[config.mk]
export PLATFORM = sky130hd
export DESIGN_NAME = microcode_sequencer
export DESIGN_NICKNAME = d
export VERILOG_FILES = /design/src/rtl/microcode_pkg.sv /design/src/rtl/microcode_rom.sv /design/src/rtl/microcode_sequencer.sv
export SDC_FILE = /design/constraint.sdc
export NUM_CORES = 2
export LEC_CHECK = 0
export CAP_MARGIN = 20
export CELL_PAD_IN_SITES_DETAIL_PLACEMENT = 0
export CELL_PAD_IN_SITES_GLOBAL_PLACEMENT = 1
export CORE_MARGIN = 4
export CORE_UTILIZATION = 30
export CTS_CLUSTER_SIZE = 20
export DETAILED_ROUTE_END_ITERATION = 10
export PLACE_DENSITY_LB_ADDON = 0.1
export SLEW_MARGIN = 20
export SYNTH_ARGS = -nofsm -noshare
export SYNTH_HDL_FRONTEND = slang
export SYNTH_SLANG_ARGS = --single-unit
export TNS_END_PERCENT = 1
[constraint.sdc]
create_clock -name clk -period 7 [get_ports clk]
set_input_delay 2.1 -clock clk [delete_from_list [all_inputs] [get_ports clk]]
set_output_delay 2.1 -clock clk [all_outputs]
set_load 0.01 [all_outputs]
[src/rtl/microcode_pkg.sv]
// Shared definitions for the microcode sequencer slice.
//
// Contents:
//   MC_WIDTH / MC_NUM_STAGES / MC_ROM_DEPTH / MC_UPC_WIDTH - default geometry
//   rom_entry_t  - micro-ROM entry layout {last, next_upc, mc}
//   seq_state_t  - sequencer FSM states {IDLE, FETCH, ISSUE}
//   stage_word() - pull stage k's microcode word out of the flattened stage_mc bus
//   make_entry() - build a ROM entry from its fields
package microcode_pkg;

  localparam int MC_WIDTH      = 25;
  localparam int MC_NUM_STAGES = 4;
  localparam int MC_ROM_DEPTH  = 64;
  localparam int MC_UPC_WIDTH  = $clog2(MC_ROM_DEPTH);

  typedef struct packed {
    logic                    last;
    logic [MC_UPC_WIDTH-1:0] next_upc;
    logic [MC_WIDTH-1:0]     mc;
  } rom_entry_t;

  typedef enum logic [1:0] {
    IDLE,
    FETCH,
    ISSUE
  } seq_state_t;

  // Stage k's word sits at bits [k*MC_WIDTH +: MC_WIDTH] of the flattened bus.
  function automatic logic [MC_WIDTH-1:0] stage_word(
    input logic [MC_NUM_STAGES*MC_WIDTH-1:0] bus,
    input int                                k
  );
    return bus[k*MC_WIDTH +: MC_WIDTH];
  endfunction

  function automatic rom_entry_t make_entry(
    input logic                    last,
    input logic [MC_UPC_WIDTH-1:0] next_upc,
    input logic [MC_WIDTH-1:0]     mc
  );
    rom_entry_t e;
    e.last     = last;
    e.next_upc = next_upc;
    e.mc       = mc;
    return e;
  endfunction

endpackage

[src/rtl/microcode_rom.sv]
// Writable micro-ROM with synchronous read.
//
// The read address is registered on the clock edge when re=1 and the array
// is read from that register, so data for an address presented at edge T is
// visible after T. The address register is the sequencer's micro-PC (reset
// to 0); it only moves on re, so the output word stays put while the
// sequencer is held. Array contents are not reset.
//
// Ports:
//   clk, rst  - clock, asynchronous active-high reset (address register only)
//   we        - write strobe, takes effect at the edge
//   waddr     - write address
//   wdata     - write data {last, next_upc, mc}
//   re        - load raddr into the micro-PC
//   raddr     - read address
//   rdata     - entry at the current micro-PC
module microcode_rom
  import microcode_pkg::*;
#(
  parameter int DATA_W = MC_WIDTH + MC_UPC_WIDTH + 1,
  parameter int DEPTH  = MC_ROM_DEPTH,
  parameter int ADDR_W = $clog2(DEPTH)
) (
  input  logic              clk,
  input  logic              rst,
  input  logic              we,
  input  logic [ADDR_W-1:0] waddr,
  input  logic [DATA_W-1:0] wdata,
  input  logic              re,
  input  logic [ADDR_W-1:0] raddr,
  output logic [DATA_W-1:0] rdata
);

  logic [DATA_W-1:0] mem [DEPTH];
  logic [ADDR_W-1:0] upc;

  // Single write port; the array itself carries no reset.
  always_ff @(posedge clk) begin
    if (we) mem[waddr] <= wdata;
  end

  // Registered read address doubles as the micro-PC.
  always_ff @(posedge clk or posedge rst) begin
    if (rst)     upc <= '0;
    else if (re) upc <= raddr;
  end

  assign rdata = mem[upc];

endmodule

[src/rtl/microcode_sequencer.sv]
// Microcode sequencer: walks micro-programs out of a writable micro-ROM and
// carries each issued word down a NUM_STAGES pipeline with per-stage valid,
// stall back-pressure, bubble insertion and flush.
//
// Build option: MICROCODE_BUBBLE_ZERO_EN - when defined, every stage whose
// valid is 0 drives an all-zero stage_mc slice; otherwise an invalid stage
// keeps its stale word and consumers must qualify with stage_valid.
//
// Ports:
//   clk, rst     - clock, asynchronous active-high reset
//   in_valid     - decoder presents an entry address
//   in_ready     - entry accepted this cycle
//   in_entry     - first micro-PC of the program
//   rom_we       - ROM write strobe (dropped while busy)
//   rom_addr     - ROM write address
//   rom_wdata    - ROM entry {last, next_upc, mc}
//   rom_wr_err   - one-cycle pulse: a write was dropped because busy
//   stall        - per-stage hold request
//   flush        - per-stage kill request (flush[k] kills stages 0..k)
//   stage_valid  - stage k holds a live word
//   stage_mc     - stage k word at bits [k*WIDTH +: WIDTH]
//   busy         - sequencer not IDLE or any stage valid
module microcode_sequencer
  import microcode_pkg::*;
#(
  parameter int WIDTH      = 25,
  parameter int NUM_STAGES = 4,
  parameter int ROM_DEPTH  = 64,
  parameter int UPC_WIDTH  = $clog2(ROM_DEPTH)
) (
  input  logic                          clk,
  input  logic                          rst,
  input  logic                          in_valid,
  output logic                          in_ready,
  input  logic [UPC_WIDTH-1:0]          in_entry,
  input  logic                          rom_we,
  input  logic [UPC_WIDTH-1:0]          rom_addr,
  input  logic [WIDTH+UPC_WIDTH:0]      rom_wdata,
  output logic                          rom_wr_err,
  input  logic [NUM_STAGES-1:0]         stall,
  input  logic [NUM_STAGES-1:0]         flush,
  output logic [NUM_STAGES-1:0]         stage_valid,
  output logic [NUM_STAGES*WIDTH-1:0]   stage_mc,
  output logic                          busy
);

  localparam int ENTRY_W = WIDTH + UPC_WIDTH + 1;

  seq_state_t state, state_nxt;

  logic [ENTRY_W-1:0]   rom_rdata;
  logic                 rom_re;
  logic [UPC_WIDTH-1:0] rom_raddr;
  logic                 cur_last;
  logic [UPC_WIDTH-1:0] cur_next;
  logic [WIDTH-1:0]     cur_mc;

  logic                 any_flush;
  logic                 issue;
  logic                 accept;

  logic [NUM_STAGES-1:0]            hold, kill, valid_q, valid_in;
  logic [NUM_STAGES-1:0][WIDTH-1:0] mc_q, mc_in;

  microcode_rom #(
    .DATA_W (ENTRY_W),
    .DEPTH  (ROM_DEPTH),
    .ADDR_W (UPC_WIDTH)
  ) u_rom (
    .clk   (clk),
    .rst   (rst),
    .we    (rom_we & ~busy),
    .waddr (rom_addr),
    .wdata (rom_wdata),
    .re    (rom_re),
    .raddr (rom_raddr),
    .rdata (rom_rdata)
  );

  assign {cur_last, cur_next, cur_mc} = rom_rdata;
  assign any_flush = |flush;
  assign busy      = (state != IDLE) | (|valid_q);

  // A stall anywhere above stage k holds stage k; a flush anywhere at or
  // above stage k kills it.
  always_comb begin
    hold = '0;
    kill = '0;
    for (int k = 0; k < NUM_STAGES; k++) begin
      hold[k] = |(stall >> k);
      kill[k] = |(flush >> k);
    end
  end

  // FSM state register.
  always_ff @(posedge clk or posedge rst) begin
    if (rst) state <= IDLE;
    else     state <= state_nxt;
  end

  // FSM next state. Any flush aborts to IDLE; issuing a last word either
  // chains straight into the next program or goes idle.
  always_comb begin
    state_nxt = state;
    case (state)
      IDLE: if (accept) state_nxt = FETCH;
      FETCH, ISSUE: begin
        if (any_flush)  state_nxt = IDLE;
        else if (issue) state_nxt = cur_last ? (accept ? FETCH : IDLE) : ISSUE;
      end
      default: state_nxt = IDLE;
    endcase
  end

  // FSM outputs. In FETCH and ISSUE the ROM output already holds the word to
  // issue; it is only replaced when a new address is read.
  always_comb begin
    in_ready  = 1'b0;
    issue     = 1'b0;
    rom_re    = 1'b0;
    rom_raddr = in_entry;
    case (state)
      IDLE: in_ready = ~any_flush;
      FETCH, ISSUE: begin
        issue    = ~hold[0] & ~any_flush;
        in_ready = issue & cur_last;
        if (issue && !cur_last) begin
          rom_re    = 1'b1;
          rom_raddr = cur_next;
        end
      end
      default: ;
    endcase
    accept = in_ready & in_valid;
    if (accept) begin
      rom_re    = 1'b1;
      rom_raddr = in_entry;
    end
  end

  // What each stage would load if it advances: stage 0 takes the issued
  // word, stage k takes stage k-1 unless that stage is held (bubble).
  always_comb begin
    valid_in    = '0;
    mc_in       = '0;
    valid_in[0] = issue;
    mc_in[0]    = cur_mc;
    for (int k = 1; k < NUM_STAGES; k++) begin
      valid_in[k] = valid_q[k-1] & ~hold[k-1];
      mc_in[k]    = mc_q[k-1];
    end
  end

  // Pipeline registers: flush beats stall, held stages keep word and valid.
  always_ff @(posedge clk or posedge rst) begin
    if (rst) begin
      valid_q <= '0;
      mc_q    <= '0;
    end else begin
      for (int k = 0; k < NUM_STAGES; k++) begin
        if (kill[k]) begin
          valid_q[k] <= 1'b0;
`ifdef MICROCODE_BUBBLE_ZERO_EN
          mc_q[k]    <= '0;
`endif
        end else if (!hold[k]) begin
          valid_q[k] <= valid_in[k];
`ifdef MICROCODE_BUBBLE_ZERO_EN
          mc_q[k]    <= valid_in[k] ? mc_in[k] : '0;
`else
          if (valid_in[k]) mc_q[k] <= mc_in[k];
`endif
        end
      end
    end
  end

  // Dropped-write indication, one cycle after the offending strobe.
  always_ff @(posedge clk or posedge rst) begin
    if (rst) rom_wr_err <= 1'b0;
    else     rom_wr_err <= rom_we & busy;
  end

  assign stage_valid = valid_q;
  assign stage_mc    = mc_q;

endmodule

Word level (Yosys, flattened, before mapping)

Memory sizes are Yosys's and may differ from the RTL's.
Index checks and enable logic that the tools add are counted.

Output and inout port bits: 107
Memories: 1
Memory bits (writable): 2048
Flip-flop bits (word level): 113

Equality and inequality tests: 8
Reduce and logical (&&, ||, !) cells: 17
Multiplexer cells: 24
Bitwise operators: 18

Memories:

| name      | depth | width | rd ports | clocked after memory_dff | wr ports | line                | source |
|---|---|---|---|---|---|---|---|
| u_rom.mem | 64    | 32    | 1        | 0                        | 1        | microcode_rom.sv:34 | `logic [DATA_W-1:0] mem [DEPTH];` |

Operator list:

| cell               | number |
|---|---|
| $mux 6             | 3 |
| $mux 1             | 15 |
| $reduce_and 3->1   | 4 |
| $reduce_or 4->1    | 3 |
| $not 1->1          | 9 |
| $and 1x1->1        | 8 |
| $mux 2             | 4 |
| $ne 2x1->1 const B | 3 |
| $reduce_or 2->1    | 3 |
| $reduce_or 3->1    | 2 |
| $ne 2x2->1 const B | 2 |
| $pmux 2 s2         | 1 |
| $ne 3x3->1 const B | 1 |
| $eq 2x1->1 const B | 1 |
| $eq 2x2->1 const B | 1 |
| $logic_not 2->1    | 1 |
| $pmux 1 s2         | 1 |
| $reduce_and 2->1   | 1 |
| $reduce_bool 2->1  | 1 |
| $logic_and 1x1->1  | 1 |
| $logic_not 1->1    | 1 |
| $or 1x1->1         | 1 |

Longest topological paths before layout

Depth after elaboration: 11
Mapped depth: 11
Gate-level depth less buffers: 8

By module

From an unflattened synthesis, not the netlist that was laid out.

Cell total of the unflattened synthesis: 3625
Area, all modules: 82148.8 sq um

Modules (own cells, without submodules):

| module              | cells each | times used | area an instance (sq um) | sequential area each (sq um) |
|---|---|---|---|---|
| microcode_rom       | 3359       | 1          | 77921.0                  | 61649.1 |
| microcode_sequencer | 266        | 1          | 4227.8                   | 2677.6 |

Worst setup path before layout

OpenSTA, ideal clock, no wires.

Kind: input to output
Start: in stall[0]
End: out in_ready
Data required time: 4.900 ns
Data arrival time: 3.541 ns
Stages: 4
Buffers on the path: 0
Setup slack: 1.359 ns
Cell sequence: nor4_1 -> nand3_1 -> o31ai_1 -> nor2b_1

Word-level cells in the longest chain between the ends: 5

RTL lines:

| element            | line                       | source |
|---|---|---|
| start: declaration | microcode_sequencer.sv:40  | `input logic [NUM_STAGES-1:0] stall,` |
| $reduce_or 4->1    | microcode_sequencer.sv:90  | `hold[k] = \|(stall >> k);` |
| $not 1->1          | microcode_sequencer.sv:125 | `issue = ~hold[0] & ~any_flush;` |
| $and 1x1->1        | microcode_sequencer.sv:125 |  |
| $and 1x1->1        | microcode_sequencer.sv:126 | `in_ready = issue & cur_last;` |
| $pmux 1 s2         | microcode_sequencer.sv:122 | `case (state)` |
| end: declaration   | microcode_sequencer.sv:34  | `output logic in_ready,` |

Every way passes these cells.

Worst setup path after layout

Start: in flush[3]
End: out in_ready

Word-level cells in the longest chain between the ends: 5

RTL lines:

| element                 | line                       | source |
|---|---|---|
| start: declaration      | microcode_sequencer.sv:41  | `input logic [NUM_STAGES-1:0] flush,` |
| $reduce_or 4->1 (*)     | microcode_sequencer.sv:81  | `assign any_flush = \|flush;` |
| $not 1->1 (no line) (*) | n/a                        |  |
| $and 1x1->1             | microcode_sequencer.sv:125 |  |
| $and 1x1->1             | microcode_sequencer.sv:126 |  |
| $pmux 1 s2 (*)          | microcode_sequencer.sv:122 |  |

Every way passes the cells marked *; elsewhere a longest branch is shown, timed or not.

==> reports/results.tsv <==
stage	metric	value	unit
clock_tree	clk_pin_slew	60	ps
clock_tree	post_cts_buffers	0	
synthesis	synth_top_area_frac	0.747	
power	switching_share	0.238	
layout	layout_commonest_cell	edfxtp_1	
layout	syn2layout_area_growth	17.9	%
synthesis	yosys-top-cells-area	edfxtp_1 75%, mux4_2 17%, dfrtp_1 3.4%	
power	finalPower	30.4	mW
synthesis	synth_top_cell_by_area	edfxtp_1	
layout	nets	3865	
worst_setup_path	ff2ff_path_depth	7	
drt	drc	0	
worst_setup_path	timing.rr.end	stage_mc[10]	
drt	via_per_inst	5.06	
layout	final_area	97100	um2
clock_tree	insertion_delay	890	ps
timing	fin_crit_sh	0.960	
place	numPortBuffers	162	
clock_tree	cts_sinks	2161	
timing	relSlewSlack	0.251	
synthesis	syn_inst	3412	
worst_hold_path	hold_end	stage_mc[92]	
power	intPower	23.1	mW
power	leakage	30.6	nW
die	start_util	0.301	
worst_hold_path	min_path_type	reg2reg	
place	placed_cell_area	89500	um2
synthesis	synth_nets	3470	
timing	hold_viol_final	0	
timing	fmax	149	MHz
synthesis	synth_top_family_by_area	multiplexers	
die	die_y	532	um
drt	drt-total-wl	264000	um
synthesis	synthDistinctLibCells	44	
place	detailed_place_hpwl	149000	um
timing	setup_viol	0	
run	cap_violations	0	
synthesis	synth_xor_area_frac	0	
worst_setup_path	startpoint_type	input port	
layout	layout_common_cells	2048 x edfxtp_1, 633 x mux4_2, 248 x clkbuf_16, 160 x buf_4, 130 x clkdlybuf4s50_1	
power	p_sw	7.24	mW
layout	multi_input_area	17500	um2
clock_tree	hold_buffers	0	
synthesis	synthArstFlopShare	0.0523	
clock_tree	ctsResizeCount	0	
synthesis	muxShareOfSynthArea	0.186	
timing	rsz0062_at_grt	false	
timing	fin_worst_skew	84.7	ps
global_route	gr-total-overflow	0	
timing	tns	0	ps
place	globalplace.congestion	0.730	
synthesis	synthSimpleGateAreaFrac	0.0126	
worst_setup_path	rrSetupSlack	2270	ps
layout	drive_gt1_frac	0.327	
clock_tree	h-tree-depth	4	
synthesis	ys.flop_type	edfxtp_1	
timing	holdWs	503	ps
drt	vias	38500	
drt	antenna_left	0	
timing	finalCriticalPeriod	6720	ps
synthesis	synth_seq_cells	2161	
global_route	grt_max_degree	106	
worst_setup_path	cp.arrival	4620	ps
synthesis	seq_area_frac_synth	0.781	
power	sequentialPowerShare	0.472	
power	comb_power_share	0.126	
die	die_x	532	um
synthesis	netlist_area	82300	um2
timing	max_slew.worst_pin.slew	1120	ps
clock_tree	cts_tree	built	
worst_setup_path	cp-end-kind	output port	
global_route	antenna_found_initial	35	
power	p_clk_frac	0.402	
timing	drv_slew	0	
drt	first_pass_iters	5	
worst_hold_path	hold_path_depth	1	
layout	final_util	0.355	
outcome	outcome	complete, no violations	
power	p_per_area	313	nW/um2
die	die-area	283000	um2
worst_setup_path	crit_fanout	5	
clock_tree	cts_buffer_depth	4	
layout	fillers	25200	
synthesis	ys_warn_count	0	
global_route	grt_pass1_wl	357000	um
worst_setup_path	required	4900	ps
synthesis	synth_adder_area_share	0.000304	
worst_setup_path	criticalPathCategory	in2out	
worst_setup_path	r2r_start	u_rom.upc[1]	
clock_tree	cts_buffers	244	
synthesis	avgSynthCellArea	24.1	um2
die	pin_count	163	
drt	drt_iter0_markers	3793	
layout	regArea	64300	um2
drt	wl_per_cell	34.7	um
die	core	273000	um2
power	irDropWorstVdd	0.215	mV
global_route	grt_pass1_vias	39900	
synthesis	synth_compound_area_frac	0.00819	
global_route	grtUsageTotal	0.183	
die	rows	192	
worst_hold_path	hp-start	stage_mc[92]	
synthesis	synth_edf_count	2048	
clock_tree	cts-root-buf	clkbuf_16	
## flip-flops by register name, summed over array words and instances (netlist names)
signal / cells
state: 2
stage_valid: 4
rom_wr_err: 1
u_rom.mem: 2048
stage_mc: 100
u_rom.upc: 6
## worst max path at each step
stage | startpoint | to | slack [ps]
after floorplan | stall[0] | in_ready | 1360
after global placement | flush[3] | in_ready | 240
after detailed placement | flush[3] | in_ready | 260
after CTS | flush[3] | in_ready | 250
after global routing | flush[3] | in_ready | 150
final | flush[3] | in_ready | 280
## synthesized netlist by cell type, types with 3 or more instances
| library cell | count |
|---|---|
| nand2b_1 | 3 |
| nor4_1 | 3 |
| inv_1 | 8 |
| buf_1 | 18 |
| buf_4 | 43 |
| a31oi_1 | 3 |
| mux2i_1 | 15 |
| dfrtp_1 | 113 |
| a21oi_1 | 25 |
| a22oi_1 | 40 |
| a211oi_1 | 3 |
| nor2_1 | 84 |
| buf_6 | 12 |
| o21ai_0 | 6 |
| mux2_2 | 80 |
| nor3_1 | 9 |
| nand3_1 | 11 |
| nor2b_1 | 11 |
| mux4_2 | 633 |
| a221o_1 | 4 |
| nand2_1 | 93 |
| and2_1 | 5 |
| nand3b_1 | 7 |
| clkbuf_1 | 92 |
| a31o_2 | 5 |
| buf_2 | 10 |
| and3_1 | 7 |
| edfxtp_1 | 2048 |
## power by group through the flow
stage               combinational, mW  sequential (mW)  clock [mW]
floorplan                        2.77             14.5           0
global placement                 3.97             14.6           0
detailed placement               3.96             14.6           0
CTS                              3.96             14.3        12.6
global route                     4.11             14.3        13.2
finish                           3.83             14.3        12.2
## critical path, cell delays in order
cell and delay, ps:
clkdlybuf4s50_1 500, nor4_1 560, buf_4 240, nand3_2 80, o31ai_1 280, buf_4 170, nor2b_1 140, clkdlybuf4s50_1 540
## kinds of logic (layout without fill, tap and decap cells)
kind of cell	after synthesis	in the layout
multiplexers	728	728
flip-flops	2161	2161
other	0	7
adder cells (fa/ha/maj)	2	2
AND/OR/NAND/NOR	238	238
AO/OA/AOI/OAI	98	98
buffers and inverters	185	778
## layer usage
| layer | global-route usage | routed length, um | part of all wire | up-vias |
|---|---|---|---|---|
| met2 | 0.297 | 127000 | 0.48 | 1121 |
| li1 | - | - | - | 15500 |
| met3 | 0.0355 | 14600 | 0.055 | 356 |
| met1 | 0.255 | 116000 | 0.44 | 21500 |
| met4 | 0.0454 | 6350 | 0.024 | 12 |
| met5 | 0 | 79 | 0.00030 | - |
## metrics by stage
stage / setup WS [ps] / instances
6_report: 282 / 7601
5_1_grt: 147 / 7597
4_1_cts: 249 / 7594
3_5_place_dp: 259 / 7150
3_3_place_gp: 236 / 7150
2_1_floorplan: 1360 / 3412
## final cells by class
class                      instances  area share
sequential                      2161       0.663
multi-input combinational       1066       0.181
inverter                           9    0.000503
timing repair buffer             325      0.0321
clock buffer                     324      0.0679
clock inverter                   120     0.00961
tap                             3589      0.0463
antenna                            7    0.000180
(Power assumes the default switching activity.)
